**src/rtl/logic_gates_2.sv**
```systemverilog
// Registered two-input gate bank: seven bitwise functions of iA/iB, one clock of latency.
// Every result register clears asynchronously, including the inverting outputs.
module logic_gates_2 #(
  parameter int unsigned WIDTH = 1
) (
  input  logic             iClk,
  input  logic             iRst_n,
  input  logic [WIDTH-1:0] iA,
  input  logic [WIDTH-1:0] iB,
  output logic [WIDTH-1:0] oAnd,
  output logic [WIDTH-1:0] oOr,
  output logic [WIDTH-1:0] oNot,
  output logic [WIDTH-1:0] oNand,
  output logic [WIDTH-1:0] oNor,
  output logic [WIDTH-1:0] oXor,
  output logic [WIDTH-1:0] oXnor
);

  logic [WIDTH-1:0] and_d, or_d, not_d, nand_d, nor_d, xor_d, xnor_d;

  always_comb begin
    and_d  = iA & iB;
    or_d   = iA | iB;
    not_d  = ~iA;
    nand_d = ~(iA & iB);
    nor_d  = ~(iA | iB);
    xor_d  = iA ^ iB;
    xnor_d = ~(iA ^ iB);
  end

  // Reset value is zero for all outputs, not the gate function of the inputs.
  always_ff @(posedge iClk or negedge iRst_n) begin
    if (!iRst_n) begin
      oAnd  <= '0;
      oOr   <= '0;
      oNot  <= '0;
      oNand <= '0;
      oNor  <= '0;
      oXor  <= '0;
      oXnor <= '0;
    end else begin
      oAnd  <= and_d;
      oOr   <= or_d;
      oNot  <= not_d;
      oNand <= nand_d;
      oNor  <= nor_d;
      oXor  <= xor_d;
      oXnor <= xnor_d;
    end
  end

endmodule

```
**config.mk**
```make
export PLATFORM = sky130hd
export DESIGN_NAME = logic_gates_2
export DESIGN_NICKNAME = d
export VERILOG_FILES = /design/src/rtl/logic_gates_2.sv
export SDC_FILE = /design/constraint.sdc
export NUM_CORES = 1
export LEC_CHECK = 0
export CORE_AREA = 2 2 39 41
export CTS_CLUSTER_DIAMETER = 40
export DETAILED_ROUTE_END_ITERATION = 16
export DIE_AREA = 0 0 41 43
export GPL_ROUTABILITY_DRIVEN = 0
export PLACE_DENSITY = 0.44
export SETUP_SLACK_MARGIN = 0.2
export SYNTH_ARGS = -nofsm -noshare
export SYNTH_HDL_FRONTEND = slang
export SYNTH_SLANG_ARGS = --single-unit
```
**constraint.sdc**
```tcl
create_clock -name iClk -period 0.8 [get_ports iClk]
set_input_delay 0.16 -clock iClk [delete_from_list [all_inputs] [get_ports iClk]]
set_output_delay 0.16 -clock iClk [all_outputs]
set_load 0.02 [all_outputs]
```
==> metrics.md <==
| Metric | Value |
|---|---|
| Outcome | `finished with violations` |
| Violated checks | `negative setup slack` |
| Final hold slack | `0.109 ns` |
| Remaining DRCs | `0` |
| Buf/Inv on CP | `1` |
| CTS root buf | `clkbuf_4` |
| Max incr delay on CP | `0.37 ns` |
| IO Port Bufs | `10` |
| Sequential area share after synthesis | `71.8%` |
| F_max | `1110 MHz` |
| Detailed Route WL | `354 um` |
| Die Width | `41 um` |
| CP top delay family | `flip-flops` |
| Setup repair after global routing missed its margin | `true` |
| CTS clk-pin slew, worst paths | `0.05 ns` |
| Mapped cell area | `244 um2` |
| Core Region | `1380 um2` |
| Setup Crit Path Kind | `reg2out` |
| Layout cells sized above 1 | `51.5%` |
| Total CTS buffers | `3` |
| Die area | `1760 um2` |
| Syn Nets | `24` |
| Worst path slowest cell | `dfrtp_1` |
| Total GRT Usage | `5.38%` |
| Setup_tns | `-0.687 ns` |
| Final min period | `0.903 ns` |
| Final period util | `113%` |
| Largest net degree at the start of global routing | `8` |
| Pleak | `0.216 nW` |
| Total grt overflow | `0` |
| Final setup margin | `-0.103 ns` |
| Height of the die | `43 um` |
| Startpoint Class | `flip-flop` |
| CTS tree | `yes` |
| VDD IR-drop max | `579 uV` |
| Detailed Routing Iterations Pass 1 | `1` |
| Avg WL per Cell | `7.22 um` |
| Power per standard cell area | `1930 nW/um2` |
| Ys Warns | `0` |
| CP endpoint kind | `output pin` |
| Row count | `14` |
| Area after DPL | `387 um2` |
| CTS Hold Bufs | `0` |
| CTS max path bufs | `2` |
| Final hold vios | `0` |
| Layout net count | `42` |
| Critical path cell sequence | `buf_6` |
| Max-slew violation count | `0` |
| Worst hold path class | `in2reg` |
| Vias per inst | `3.22` |
| Area Growth Syn to Fin | `75.9%` |
| Via count | `158` |
| Slew headroom | `80.5%` |
| Seq cells post-synth | `7` |
| Max FO, Critical Path | `1` |
| # diodes | `0` |
| Antenna Nets Post-Route | `0` |
| Initial antenna violation count | `0` |
| Fill cells | `153` |
| Starting density of the core | `17.6%` |
| I/O pin count | `11` |
| Endpoints failing setup | `7` |
| First-pass GRT wire length | `531 um` |
| Req. time, crit path | `0.64 ns` |
| Clock tree sinks | `7` |
| Vias in the first global route | `152` |
| Max-cap violations | `0` |
| Design area | `429 um2` |
| Syn_area_per_cell | `15.2 um2` |
| Postcts setup bufs | `0` |
| Initial DRC Count | `0` |
| Cell variety after synth | `3` |
| Worst slew pin tran | `0.291 ns` |
| # H-tree levels | `1` |
| Critical path arrival | `0.74 ns` |
| Gate count after technology mapping | `16` |
## layout by cell type (no fill, tap or decap)
cell             n
inv_1            3
dfrtp_1          7
clkdlybuf4s15_1  1
clkdlybuf4s50_1  1
clkbuf_4         3
clkbuf_2         1
clkbuf_1         1
buf_6            7
ha_1             3
buf_4            3
ha_4             1
inv_2            2
## kinds of logic (layout without fill, tap and decap cells)
kind of cell	count (synthesis)	in the layout	synth area share (%)
DFF	7	7	71.8
adders and majority gates	4	4	20.5
buffers and inverters	5	22	7.69
## final cells by class
type / count / area, um2 / area share, %
clock buffers: 4 / 26.3 / 6.12
multi-input cells: 4 / 62.6 / 14.6
well taps: 16 / 20.0 / 4.66
repair buffers: 13 / 126 / 29.4
flip-flops and latches: 7 / 175 / 40.8
inverters: 5 / 18.8 / 4.37
## synthesized netlist by cell type (all sizes together)
library cell | number | area (um2)
dfrtp | 7 | 175
ha | 4 | 50.1
inv | 5 | 18.8
## layer usage
layer  global-route usage, %  vias to the layer above  wire length, um
li1                        -                       78                -
met1                    4.00                       70              129
met2                    7.19                       10              162
met3                    3.14                        0               62
met4                    8.00                        0                0
met5                       0                        -                0
## power by group
group	total [mW]	switching, mW	leakage [nW]	internal, mW
Clock	0.304	0.115	0.0150	0.189
Sequential	0.388	0.0102	0.0813	0.378
Combinational	0.136	0.0639	0.120	0.0717
Total	0.828	0.189	0.216	0.639
## worst paths after layout
path / startpoint / endpoint / slack (ns) / cells after the start
worst max-delay path: oNor / oNor / -0.10 / 1
worst min-delay path: iA / oNot / 0.11 / 2
max in group asynchronous: iRst_n / oXnor / 0.41 / 1
min in group asynchronous: iRst_n / oXor / 0.17 / 1
## metrics by stage
step | setup WS (ns) | utilization (%) | power (mW) | cells
after floorplan | 0.205 | - | 0.435 | 16
after global placement | -0.346 | 27.9 | 0.520 | 45
after detailed placement | -0.356 | 27.9 | 0.521 | 45
after CTS | -0.117 | 31.3 | 0.850 | 49
after global routing | -0.131 | 31.0 | 0.878 | 49
final | -0.103 | 31.0 | 0.828 | 49
## sequential cells by signal, summed over array words and instances, names as in the netlist
register	cells
oNor	1
oOr	1
oAnd	1
oXnor	1
oXor	1
oNot	1
oNand	1
## repair_timing
action / CTS / global route
gates resized for setup: 46 / 2
pin swaps: 0 / 0
setup endpoints to repair: 13 / 9
(Power assumes the default switching activity.)
